File: src/rtl/vga_sync_gen.sv
// Raster timing generator: divides clk_i to a pixel enable, runs hc/vc, and decodes
// sync, visible-area and line/frame tick outputs straight from the registered counters.
module vga_sync_gen #(
    parameter int CLK_DIV   = 4,
    parameter int H_VISIBLE = 640,
    parameter int H_FP      = 16,
    parameter int H_SYNC    = 96,
    parameter int H_BP      = 48,
    parameter int V_VISIBLE = 480,
    parameter int V_FP      = 10,
    parameter int V_SYNC    = 2,
    parameter int V_BP      = 33,
    parameter bit SYNC_POL  = 1'b0
) (
    input  logic        clk_i,
    input  logic        rst_i,
    output logic        pix_en_o,
    output logic [10:0] hc_o,
    output logic [10:0] vc_o,
    output logic        vidon_o,
    output logic        hsync_o,
    output logic        vsync_o,
    output logic        line_tick_o,
    output logic        frame_tick_o
);

    localparam int H_TOTAL = H_VISIBLE + H_FP + H_SYNC + H_BP;
    localparam int V_TOTAL = V_VISIBLE + V_FP + V_SYNC + V_BP;
    localparam int DIV_W   = (CLK_DIV > 1) ? $clog2(CLK_DIV) : 1;

    localparam logic [DIV_W-1:0] DIV_LAST = DIV_W'(CLK_DIV - 1);
    localparam logic [10:0] H_LAST   = 11'(H_TOTAL - 1);
    localparam logic [10:0] V_LAST   = 11'(V_TOTAL - 1);
    localparam logic [10:0] H_VIS    = 11'(H_VISIBLE);
    localparam logic [10:0] V_VIS    = 11'(V_VISIBLE);
    localparam logic [10:0] HS_START = 11'(H_VISIBLE + H_FP);
    localparam logic [10:0] HS_END   = 11'(H_VISIBLE + H_FP + H_SYNC);
    localparam logic [10:0] VS_START = 11'(V_VISIBLE + V_FP);
    localparam logic [10:0] VS_END   = 11'(V_VISIBLE + V_FP + V_SYNC);

    logic [DIV_W-1:0] div_q, div_d;
    logic [10:0]      hc_q, hc_d;
    logic [10:0]      vc_q, vc_d;
    logic             pix_tick;
    logic             h_wrap;
    logic             v_wrap;
    logic             hs_act;
    logic             vs_act;

    always_comb begin
        pix_tick = (div_q == DIV_LAST);
        h_wrap   = (hc_q == H_LAST);
        v_wrap   = (vc_q == V_LAST);
        div_d    = pix_tick ? '0 : div_q + DIV_W'(1);
        hc_d     = hc_q;
        vc_d     = vc_q;
        if (pix_tick) begin
            if (h_wrap) begin
                hc_d = '0;
                vc_d = v_wrap ? '0 : vc_q + 11'd1;
            end else begin
                hc_d = hc_q + 11'd1;
            end
        end
    end

    always_ff @(posedge clk_i) begin
        if (rst_i) begin
            div_q <= '0;
            hc_q  <= '0;
            vc_q  <= '0;
        end else begin
            div_q <= div_d;
            hc_q  <= hc_d;
            vc_q  <= vc_d;
        end
    end

    // Decodes are forced inactive while rst_i is high so a reset landing mid-sync
    // or on a wrap cycle never leaks a sync level or a tick.
    always_comb begin
        hs_act = ~rst_i & (hc_q >= HS_START) & (hc_q < HS_END);
        vs_act = ~rst_i & (vc_q >= VS_START) & (vc_q < VS_END);
    end

    assign pix_en_o     = ~rst_i & pix_tick;
    assign hc_o         = hc_q;
    assign vc_o         = vc_q;
    assign vidon_o      = ~rst_i & (hc_q < H_VIS) & (vc_q < V_VIS);
    assign hsync_o      = hs_act ? SYNC_POL : ~SYNC_POL;
    assign vsync_o      = vs_act ? SYNC_POL : ~SYNC_POL;
    assign line_tick_o  = pix_en_o & h_wrap;
    assign frame_tick_o = line_tick_o & v_wrap;

endmodule

File: config.mk
export PLATFORM = sky130hd
export DESIGN_NAME = vga_sync_gen
export DESIGN_NICKNAME = d
export VERILOG_FILES = /design/src/rtl/vga_sync_gen.sv
export SDC_FILE = /design/constraint.sdc
export NUM_CORES = 1
export LEC_CHECK = 0
export CAP_MARGIN = 10
export CORE_ASPECT_RATIO = 1.2
export CORE_MARGIN = 2
export CORE_UTILIZATION = 35
export CTS_CLUSTER_DIAMETER = 200
export CTS_CLUSTER_SIZE = 25
export DETAILED_ROUTE_END_ITERATION = 8
export GPL_TIMING_DRIVEN = 0
export HOLD_SLACK_MARGIN = 0.05
export MAX_ROUTING_LAYER = met4
export PLACE_DENSITY = 0.56
export SLEW_MARGIN = 20
export SYNTH_ARGS = -nofsm -noshare
export SYNTH_HDL_FRONTEND = slang
export SYNTH_SLANG_ARGS = --single-unit
File: constraint.sdc
create_clock -name clk_i -period 3.8 [get_ports clk_i]
set_input_delay 0.95 -clock clk_i [delete_from_list [all_inputs] [get_ports clk_i]]
set_output_delay 0.95 -clock clk_i [all_outputs]
set_load 0.02 [all_outputs]
==> flow_summary.toml <==
[run_status]
status = "finished, final reports clean"

[clocking]
postCtsHoldBufs = 0
cts_tree = "done"
cts_made_buffers = 3
clk_pin_slew_ns = 0.08
htree_levels = 1
clock_sinks = 24
clock_path_buffers = 2
cts_root_buffer = "clkbuf_8"
clock_latency_ns = 0.27

[setup_path]
crit_path_end_kind = "output port"
crit_family = "buffers and inverters"
cp_slowest_cell = "clkdlybuf4s50_1"
crit_chain = "clkdlybuf4s50_1 -> clkbuf_2 -> clkbuf_2 -> nor2_1 -> clkdlybuf4s50_1"
r2r-start = "hc_o[0]"
r2r_cells = 7
worst_ep_arrival_time_ns = 2.65
worstPathRequired_ns = 2.85
crit_fanout = 10
critPathKind = "in -> out"
startpoint_type = "input pin"
cp.buffers_inverters = 4
reg2reg_slack_ns = 1.86
startpoint = "rst_i"
reg2reg_to = "vc_o[5]"
crit_path_max_incr_delay_ns = 0.62

[synthesis]
synthFlopType = "dfxtp_1"
syn_inst = 156
synth_cell_types = 33
synth_edf_count = 0
synth_area_um2 = 1310
syn_area_per_cell_um2 = 8.40
synthArstFlopShare_pct = 0
ys_warn_count = 0
synth_seq_area_share_pct = 36.7
syn_nets = 164
ys_ff_latch = 24

[global_route]
grt_remaining_overflow = 0
grt_max_degree = 13
grt_pass1_vias = 1162
grt_pass1_wl_mm = 5.44
grt_use_total_pct = 16.8
grt_antenna_before_repair = 0

[routing]
drc = 0
ant_nets = 0
firstDrtPassIters = 4
vias_per_cell = 5.34
wl_mm = 3.17
drt_iter0_markers = 98
vias = 1212
wl_per_cell_um = 14.0

[place]
port_buffers = 29
hpwl_mm = 2.33
place_area_um2 = 1650
placedCellCount = 224
gp_congestion = 0.782

[cells_and_area]
syn2layout_area_growth_pct = 29.2
finalNonFillerCells = 227
final_area_um2 = 1690
drive_gt1_share_pct = 6.91
n_antenna_cell = 0
num-nets-final = 198

[floorplan]
row_count = 24
core_um2 = 3600
die-area_um2 = 4250
die_h_um = 71.0
num_io_pins = 30
die_x_um = 59.9
start_util_pct = 36.4

[sta]
max_freq_mhz = 278
tns_ns = 0
rsz0062_at_grt = "no"
slew_viol_final = 0
maxSlewHeadroom_pct = 70.0
fin_crit_sh_pct = 94.8
worst_pin_slew_ns = 0.450
hold_viol_final = 0
finalSetupViolations = 0
period_minus_slack_ns = 3.60
fin_skew_ns = 0.00490

[hold_path]
min_from = "div_q[0]"
holdPathStages = 1
min_path_type = "reg -> reg"
holdPathEnd = "div_q[0]"

[job]
maxCapViolCount = 0

[pwr]
power-per-cell-area_nw_per_um2 = 254
leakage_uw = 0.000551
ir_worst_vdd_uv = 108
total_power_uw = 431
==> cell families (layout without fill, tap and decap cells) <==
family	Yosys count	count (layout)	share of synthesized area, %
xor+xnor	9	9	6.02
fa+ha+maj	6	6	5.73
simple gates	78	78	35.3
buf+inv	14	46	5.06
flops	24	24	36.7
compound gates	25	25	11.2
==> layer usage <==
layer,part of all wire (%),up-vias,global-route usage (%)
met2,47,19,24.4
met1,49,559,24.0
met4,1.4,0,5.19
met5,0,-,-
met3,2.5,5,2.19
li1,-,629,-
==> cell usage in the layout (no fill, tap or decap), types with 2 or more instances in the layout <==
cell	instances
xnor2_1	4
inv_1	5
dfxtp_1	24
nand2_1	10
and3_1	3
clkbuf_2	2
clkbuf_8	3
and2_1	2
clkbuf_1	3
o21ai_0	7
ha_1	6
and4_1	3
nor4bb_1	3
nand2b_1	2
nor2_1	7
or3_1	6
nor2b_1	2
buf_2	2
xor2_1	5
nand3_1	12
o31ai_1	3
nand4_1	7
clkdlybuf4s50_1	29
or4_1	3
a21oi_1	12
nor3_1	13
==> how the worst max path moves through the flow <==
stage	end	slack, ns	cells past startpoint
floorplan	frame_tick_o	0.97	6
global placement	line_tick_o	-0.08	5
detailed placement	line_tick_o	-0.08	5
CTS	line_tick_o	0.02	5
global route	line_tick_o	0.12	5
finish	line_tick_o	0.20	5
==> where the power goes <==
group          total, uW  switching, uW  internal (uW)
registers            257           2.15            255
logic               22.9           12.6           10.3
clock network        151           79.8           70.9
total                431           94.5            336
==> timing repair <==
action / 4_1_cts / 5_1_grt
setup endpoints to repair: 1 / 1
hold endpoints to repair: 0 / 0
gates resized for setup: 1 / 2
buffers inserted: 0 / 0
==> layout make-up <==
| type | count | area (um2) |
|---|---|---|
| buffer | 9 | 50.0 |
| clock buffer | 3 | 41.3 |
| fill | 375 | 1910 |
| inverter | 5 | 18.8 |
| multi-input combinational | 118 | 763 |
| sequential | 24 | 480 |
| tap | 39 | 48.8 |
| timing repair buffer | 29 | 290 |
==> per-stage QoR <==
stage / util [%] / hold slack [ns] / setup slack, ns
after floorplan: - / 0.398 / 0.969
after global placement: 45.8 / 0.409 / -0.0766
after detailed placement: 45.8 / 0.413 / -0.0824
after CTS: 46.9 / 0.427 / 0.0151
after global routing: 47.0 / 0.449 / 0.119
final: 47.0 / 0.423 / 0.197
==> Yosys cell counts, types with 5 or more instances <==
library cell,count,area (um2)
nor3_1,13,65.1
xor2_1,5,43.8
a21oi_1,12,60.1
ha_1,6,75.1
nor2_1,7,26.3
nand4_1,7,43.8
inv_1,5,18.8
dfxtp_1,24,480
or3_1,6,37.5
nand3_1,12,60.1
clkbuf_1,5,18.8
o21ai_0,7,35.0
nand2_1,10,37.5
==> registers in the layout, indices dropped and copies added (netlist names) <==
signal  flops
hc_o       11
vc_o       11
div_q       2
Power figures use the tool's default switching activity.
